File: config.mk
export PLATFORM = sky130hd
export DESIGN_NAME = spi_flash_arbiter
export DESIGN_NICKNAME = d
export VERILOG_FILES = /design/src/rtl/spi_flash_arb_pkg.sv /design/src/rtl/spi_flash_rr_arb.sv /design/src/rtl/spi_flash_arbiter.sv
export SDC_FILE = /design/constraint.sdc
export NUM_CORES = 1
export LEC_CHECK = 0
export ABC_AREA = 0
export BUFFER_PORTS_ARGS = -buffer_cell sky130_fd_sc_hd__clkbuf_2
export CAP_MARGIN = 20
export CORE_ASPECT_RATIO = 0.7
export CORE_MARGIN = 3
export CORE_UTILIZATION = 40
export DETAILED_ROUTE_END_ITERATION = 10
export PLACE_DENSITY = 0.7
export SLEW_MARGIN = 20
export SYNTH_ARGS = -nofsm -noshare
export SYNTH_HDL_FRONTEND = slang
export SYNTH_SLANG_ARGS = --single-unit
File: constraint.sdc
create_clock -name clk -period 2.4 [get_ports clk]
set_input_delay 0.24 -clock clk [delete_from_list [all_inputs] [get_ports clk]]
set_output_delay 0.24 -clock clk [all_outputs]
set_load 0.05 [all_outputs]
File: src/rtl/spi_flash_arb_pkg.sv
// Shared types and constants for the SPI flash read arbiter.
//   arb_state_t       : transaction sequencer states
//   FLASH_ADDR_W      : flash word-address width
//   FLASH_DATA_W      : flash word width
//   FLASH_XFER_CYCLES : nominal engine transfer time, in cycles, for one word
package spi_flash_arb_pkg;

    localparam int unsigned FLASH_ADDR_W      = 22;
    localparam int unsigned FLASH_DATA_W      = 32;
    localparam int unsigned FLASH_XFER_CYCLES = 64;

    typedef enum logic [1:0] {
        IDLE  = 2'd0,
        ISSUE = 2'd1,
        WAIT  = 2'd2,
        RESP  = 2'd3
    } arb_state_t;

endpackage

File: src/rtl/spi_flash_rr_arb.sv
// Two-input round-robin arbiter, purely combinational.
//   req        : request vector, bit n = port n
//   last_grant : port that was served most recently
//   gnt        : one-hot grant (all zero when nothing requests)
module spi_flash_rr_arb
    import spi_flash_arb_pkg::*;
(
    input  logic [1:0] req,
    input  logic       last_grant,
    output logic [1:0] gnt
);

    always_comb begin
        gnt = req;
        // On a tie, the port that was not served last wins.
        if (req == 2'b11) begin
            gnt = last_grant ? 2'b01 : 2'b10;
        end
    end

endmodule

File: src/rtl/spi_flash_arbiter.sv
// Arbitrates two word-read ports onto one SPI flash read engine.
// Sequences IDLE -> ISSUE -> WAIT -> RESP, round-robin between ports,
// aborts a transfer with an error after TIMEOUT_CYCLES in WAIT.
// Optional single-entry word cache: define SPI_FLASH_ARB_CACHE_EN.
//   clk, reset_n_i         : clock, async active-low reset
//   req*_i, addr*_i        : port read request / word address
//   data*_o, valid*_o,
//   err*_o                 : port read data, completion pulse, timeout flag
//   flash_cs_o, flash_rd_o : one-cycle request strobe to the engine
//   flash_addr_o           : address of the transaction in flight
//   flash_data_i           : word returned by the engine
//   flash_ready_i          : engine idle
//   flash_valid_i          : one-cycle data-valid from the engine
module spi_flash_arbiter
    import spi_flash_arb_pkg::*;
#(
    parameter int unsigned TIMEOUT_CYCLES = 127
) (
    input  logic                    clk,
    input  logic                    reset_n_i,
    input  logic                    req0_i,
    input  logic                    req1_i,
    input  logic [FLASH_ADDR_W-1:0] addr0_i,
    input  logic [FLASH_ADDR_W-1:0] addr1_i,
    output logic [FLASH_DATA_W-1:0] data0_o,
    output logic [FLASH_DATA_W-1:0] data1_o,
    output logic                    valid0_o,
    output logic                    valid1_o,
    output logic                    err0_o,
    output logic                    err1_o,
    output logic                    flash_cs_o,
    output logic                    flash_rd_o,
    output logic [FLASH_ADDR_W-1:0] flash_addr_o,
    input  logic [FLASH_DATA_W-1:0] flash_data_i,
    input  logic                    flash_ready_i,
    input  logic                    flash_valid_i
);

    localparam int unsigned     CNT_W    = $clog2(TIMEOUT_CYCLES);
    localparam logic [CNT_W-1:0] CNT_LAST = CNT_W'(TIMEOUT_CYCLES - 1);

    arb_state_t              state_q, state_d;
    logic                    last_grant_q, last_grant_d;
    logic                    winner_q, winner_d;
    logic [FLASH_ADDR_W-1:0] addr_q, addr_d;
    logic [CNT_W-1:0]        cnt_q, cnt_d;
    logic                    strobe_q, strobe_d;
    logic                    valid0_q, valid0_d;
    logic                    valid1_q, valid1_d;
    logic                    err0_q, err0_d;
    logic                    err1_q, err1_d;
    logic [FLASH_DATA_W-1:0] data0_q, data0_d;
    logic [FLASH_DATA_W-1:0] data1_q, data1_d;

    logic [1:0]              req;
    logic [1:0]              gnt;
    logic [FLASH_ADDR_W-1:0] win_addr;
    logic                    cache_hit;
    logic [FLASH_DATA_W-1:0] cache_data;

    logic                    resp_go;
    logic                    resp_port;
    logic                    resp_err;
    logic [FLASH_DATA_W-1:0] resp_data;

    assign req      = {req1_i, req0_i};
    assign win_addr = gnt[1] ? addr1_i : addr0_i;

    spi_flash_rr_arb u_rr_arb (
        .req        (req),
        .last_grant (last_grant_q),
        .gnt        (gnt)
    );

`ifdef SPI_FLASH_ARB_CACHE_EN
    logic                    cvld_q, cvld_d;
    logic [FLASH_ADDR_W-1:0] ctag_q, ctag_d;
    logic [FLASH_DATA_W-1:0] cdata_q, cdata_d;

    assign cache_hit  = cvld_q && (ctag_q == win_addr);
    assign cache_data = cdata_q;

    always_comb begin
        cvld_d  = cvld_q;
        ctag_d  = ctag_q;
        cdata_d = cdata_q;
        // A completed fill is kept even if the requester has given up.
        if ((state_q == WAIT) && flash_valid_i) begin
            cvld_d  = 1'b1;
            ctag_d  = addr_q;
            cdata_d = flash_data_i;
        end
    end

    always_ff @(posedge clk or negedge reset_n_i) begin
        if (!reset_n_i) begin
            cvld_q  <= 1'b0;
            ctag_q  <= '0;
            cdata_q <= '0;
        end else begin
            cvld_q  <= cvld_d;
            ctag_q  <= ctag_d;
            cdata_q <= cdata_d;
        end
    end
`else
    assign cache_hit  = 1'b0;
    assign cache_data = '0;
`endif

    always_comb begin
        state_d      = state_q;
        last_grant_d = last_grant_q;
        winner_d     = winner_q;
        addr_d       = addr_q;
        cnt_d        = cnt_q;
        strobe_d     = 1'b0;
        valid0_d     = 1'b0;
        valid1_d     = 1'b0;
        err0_d       = 1'b0;
        err1_d       = 1'b0;
        data0_d      = data0_q;
        data1_d      = data1_q;
        resp_go      = 1'b0;
        resp_port    = winner_q;
        resp_err     = 1'b0;
        resp_data    = '0;

        unique case (state_q)
            IDLE: begin
                if (|gnt) begin
                    if (cache_hit) begin
                        winner_d  = gnt[1];
                        resp_go   = 1'b1;
                        resp_port = gnt[1];
                        resp_data = cache_data;
                    end else if (flash_ready_i) begin
                        winner_d = gnt[1];
                        addr_d   = win_addr;
                        strobe_d = 1'b1;
                        state_d  = ISSUE;
                    end
                end
            end
            ISSUE: begin
                cnt_d   = '0;
                state_d = WAIT;
            end
            WAIT: begin
                if (flash_valid_i) begin
                    resp_go   = 1'b1;
                    resp_data = flash_data_i;
                end else if (cnt_q == CNT_LAST) begin
                    resp_go  = 1'b1;
                    resp_err = 1'b1;
                end else begin
                    cnt_d = cnt_q + CNT_W'(1);
                end
            end
            RESP: begin
                last_grant_d = winner_q;
                state_d      = IDLE;
            end
            default: state_d = IDLE;
        endcase

        // Response outputs are registered; a port that dropped its request gets no pulse.
        if (resp_go) begin
            state_d = RESP;
            if (resp_port && req1_i) begin
                valid1_d = 1'b1;
                err1_d   = resp_err;
                data1_d  = resp_data;
            end else if (!resp_port && req0_i) begin
                valid0_d = 1'b1;
                err0_d   = resp_err;
                data0_d  = resp_data;
            end
        end
    end

    always_ff @(posedge clk or negedge reset_n_i) begin
        if (!reset_n_i) begin
            state_q      <= IDLE;
            last_grant_q <= 1'b1;
            winner_q     <= 1'b0;
            addr_q       <= '0;
            cnt_q        <= '0;
            strobe_q     <= 1'b0;
            valid0_q     <= 1'b0;
            valid1_q     <= 1'b0;
            err0_q       <= 1'b0;
            err1_q       <= 1'b0;
            data0_q      <= '0;
            data1_q      <= '0;
        end else begin
            state_q      <= state_d;
            last_grant_q <= last_grant_d;
            winner_q     <= winner_d;
            addr_q       <= addr_d;
            cnt_q        <= cnt_d;
            strobe_q     <= strobe_d;
            valid0_q     <= valid0_d;
            valid1_q     <= valid1_d;
            err0_q       <= err0_d;
            err1_q       <= err1_d;
            data0_q      <= data0_d;
            data1_q      <= data1_d;
        end
    end

    assign flash_cs_o   = strobe_q;
    assign flash_rd_o   = strobe_q;
    assign flash_addr_o = addr_q;
    assign valid0_o     = valid0_q;
    assign valid1_o     = valid1_q;
    assign err0_o       = err0_q;
    assign err1_o       = err1_q;
    assign data0_o      = data0_q;
    assign data1_o      = data1_q;

endmodule
==> impl_metrics.json <==
{
  "outcome": "finished clean",
  "hpwl_mm": 7.318,
  "muxShareOfSynthArea_pct": 5.882,
  "ioPinCount": 174,
  "viasPerCell": 5.129,
  "skew_ps": 12.49,
  "synth_compound_area_share_pct": 20.44,
  "arrival_ps": 2140,
  "grt_use_met2_pct": 26.44,
  "yosysSeqAreaShare_pct": 61.89,
  "drt_drc_violations_left": 0,
  "drtPass1Iterations": 4,
  "drive_gt1_share_pct": 42.48,
  "synth_top_area_cell": "dfrtp_1",
  "total_power_mw": 8.676,
  "syn_area_um2": 4126,
  "grt_pass1_wl_mm": 16.92,
  "synthesis.instances": 317,
  "initial_utilization_pct": 41.80,
  "grt_pass1_vias": 3263,
  "dpl_worst_slack_ps": 502.4,
  "power.leakage_nw": 2.807,
  "fin_crit_sh_pct": 80.13,
  "antenna_found_initial": 0,
  "async_flop_share_pct": 100.0,
  "rows": 30,
  "drv_slew": 0,
  "cp.required_ps": 2620,
  "dp_cells": 603,
  "timing_worst_setup_path_type": "flip-flop to flip-flop",
  "dieArea_um2": 11590,
  "yosys_warnings": 0,
  "synth_edf_count": 0,
  "layout.nets": 571,
  "wl_mm": 10.24,
  "cts_tree": "yes",
  "clock-root-buffer": "clkbuf_16",
  "hold_viol": 0,
  "drt_iter0_drc": 189,
  "vias": 3180,
  "ant_nets": 0,
  "rsz0062_at_grt": "false",
  "core-area_um2": 9872,
  "cts.clk_slew.worst_paths_ps": 80,
  "setup_tns_ps": 0,
  "crit_fanout": 33,
  "clockBufferDepth": 2,
  "yosysTopAreaCellShare_pct": 61.25,
  "diodes": 0,
  "stdcell_count": 620,
  "synth.most_common_cell": "dfrtp_1",
  "cp-end-kind": "flip-flop",
  "place_area_um2": 5067,
  "synth_xor_xnor_area_share_pct": 0.2122,
  "syn_nets": 401,
  "grt.busiest_layer": "met2",
  "synth_top_family_by_area": "compound AO/OA/AOI/OAI gates",
  "period_minus_slack_ps": 1923,
  "design_area_um2": 5361,
  "area_growth_pct": 29.93,
  "met3_usage_pct": 5.644,
  "overflow": 0,
  "synthFlopType": "dfrtp_1",
  "setup_slack_ps": 476.8,
  "irDropWorstVdd_v": 0.0008051,
  "maxCapViolations": 0,
  "synth_area_per_cell_um2": 13.02,
  "ctsResizeCount": 0,
  "synth_fa_ha_area_share_pct": 0.6064,
  "htree_levels": 3,
  "fmaxAchievable_ghz": 0.5200,
  "tightest_slew_ps": 672.8,
  "cts_buffers": 9,
  "synthTopCellsByCount": "101 x dfrtp_1, 67 x a22o_1, 27 x nand2_1",
  "routedWlPerCell_um": 16.51,
  "insertion_delay_ps": 340,
  "yosys.area_share.simple_pct": 6.155,
  "fp.dieH_um": 90.98,
  "setup_violations": 0,
  "io_buffers": 173,
  "grt_max_degree": 52,
  "min_path_type": "primary input to flip-flop",
  "ys_types": 41,
  "ys_seq_elements": 102,
  "relSlewSlack_pct": 55.15,
  "ys_top_cells_by_area": "dfrtp_1 61%, a22o_1 14%, mux2i_1 5.3%, o21ai_0 2.8%, nand2_1 2.5%",
  "cts.sinks": 102,
  "place_congestion": 0.8284,
  "nFillCells": 863,
  "startpoint_type": "flip-flop",
  "gr-usage-met1_pct": 25.69,
  "die_x_um": 127.4,
  "track_usage_pct": 18.08,
  "p_per_area_nw_per_um2": 1618
}
==> stage by stage <==
stage | hold WS (ps) | util (%)
global route | 126.2 | 54.31
detailed placement | 325.2 | 51.33
CTS | 115.3 | 54.31
floorplan | -55.59 | -
global placement | 312.5 | 51.33
finish | 128.1 | 54.31
==> registers in the layout, indices dropped and copies added (netlist names) <==
signal	cells
winner_q	1
valid0_o	1
state_q	2
err0_o	1
flash_cs_o	1
err1_o	1
data1_o	32
data0_o	32
last_grant_q	1
valid1_o	1
cnt_q	7
flash_addr_o	22
==> kinds of logic after synthesis <==
logic type               Yosys count
AO/OA/AOI/OAI                    107
XOR/XNOR                           1
adder cells (fa/ha/maj)            2
buffers and inverters             30
flip-flops                       102
multiplexers                      24
AND/OR/NAND/NOR                   51
==> worst max-delay path: stages (launching register included) <==
cell and delay [ps]:
dfrtp_1 540, and2b_1 320, nand3_1 150, or2_1 250, buf_4 250, a22o_1 280
==> final timing paths <==
path,start,to,cells past startpoint,slack (ps)
max,state_q[0],data1_o[4],5,480
min,flash_data_i[15],data0_o[15],2,130
max reg2reg,state_q[0],data1_o[4],5,480
min reg2reg,flash_addr_o[16],flash_addr_o[16],2,480
max in group asynchronous,reset_n_i,last_grant_q,3,1150
min in group asynchronous,reset_n_i,flash_addr_o[15],2,500
==> routing by layer <==
metal	vias to the layer above	wire [µm]
met5	-	0
met4	0	158
met3	15	888
met2	147	4570
met1	1505	4618
li1	1513	-
==> cell usage in the layout, fill, tap and decap left out, types with 2 or more instances in the layout <==
cell / n
mux2i_1: 22
a21oi_1: 7
clkbuf_16: 9
inv_1: 5
a22o_1: 67
nor2_1: 4
mux2_2: 2
nand2_1: 27
buf_4: 10
clkinv_4: 3
and4b_1: 2
dfrtp_1: 101
clkbuf_2: 172
o21ai_0: 23
nor3_1: 3
or2_1: 2
ha_1: 2
nor2_2: 2
==> layout make-up <==
cell class	instances	area [µm²]	share of cell area, %
inverter	5	18.77	0.3501
tap	128	160.2	2.987
multi-input combinational	185	1379	25.72
clock inverter	7	58.81	1.097
sequential	102	2554	47.63
timing repair buffer	184	965.9	18.02
clock buffer	9	225.2	4.201
==> power by group <==
| part | switching [mW] | internal [mW] | total, mW |
|---|---|---|---|
| clock | 0.657 | 0.718 | 1.38 |
| combinational | 3.26 | 1.12 | 4.39 |
| sequential | 0.474 | 2.44 | 2.91 |
==> timing repair <==
item,4_1_cts,5_1_grt
setup endpoints to repair,0,0
buffers inserted,0,0
endpoints found under the hold margin,49,0
hold buffers,1,0
Note: power is estimated with default switching activity, not from simulation.
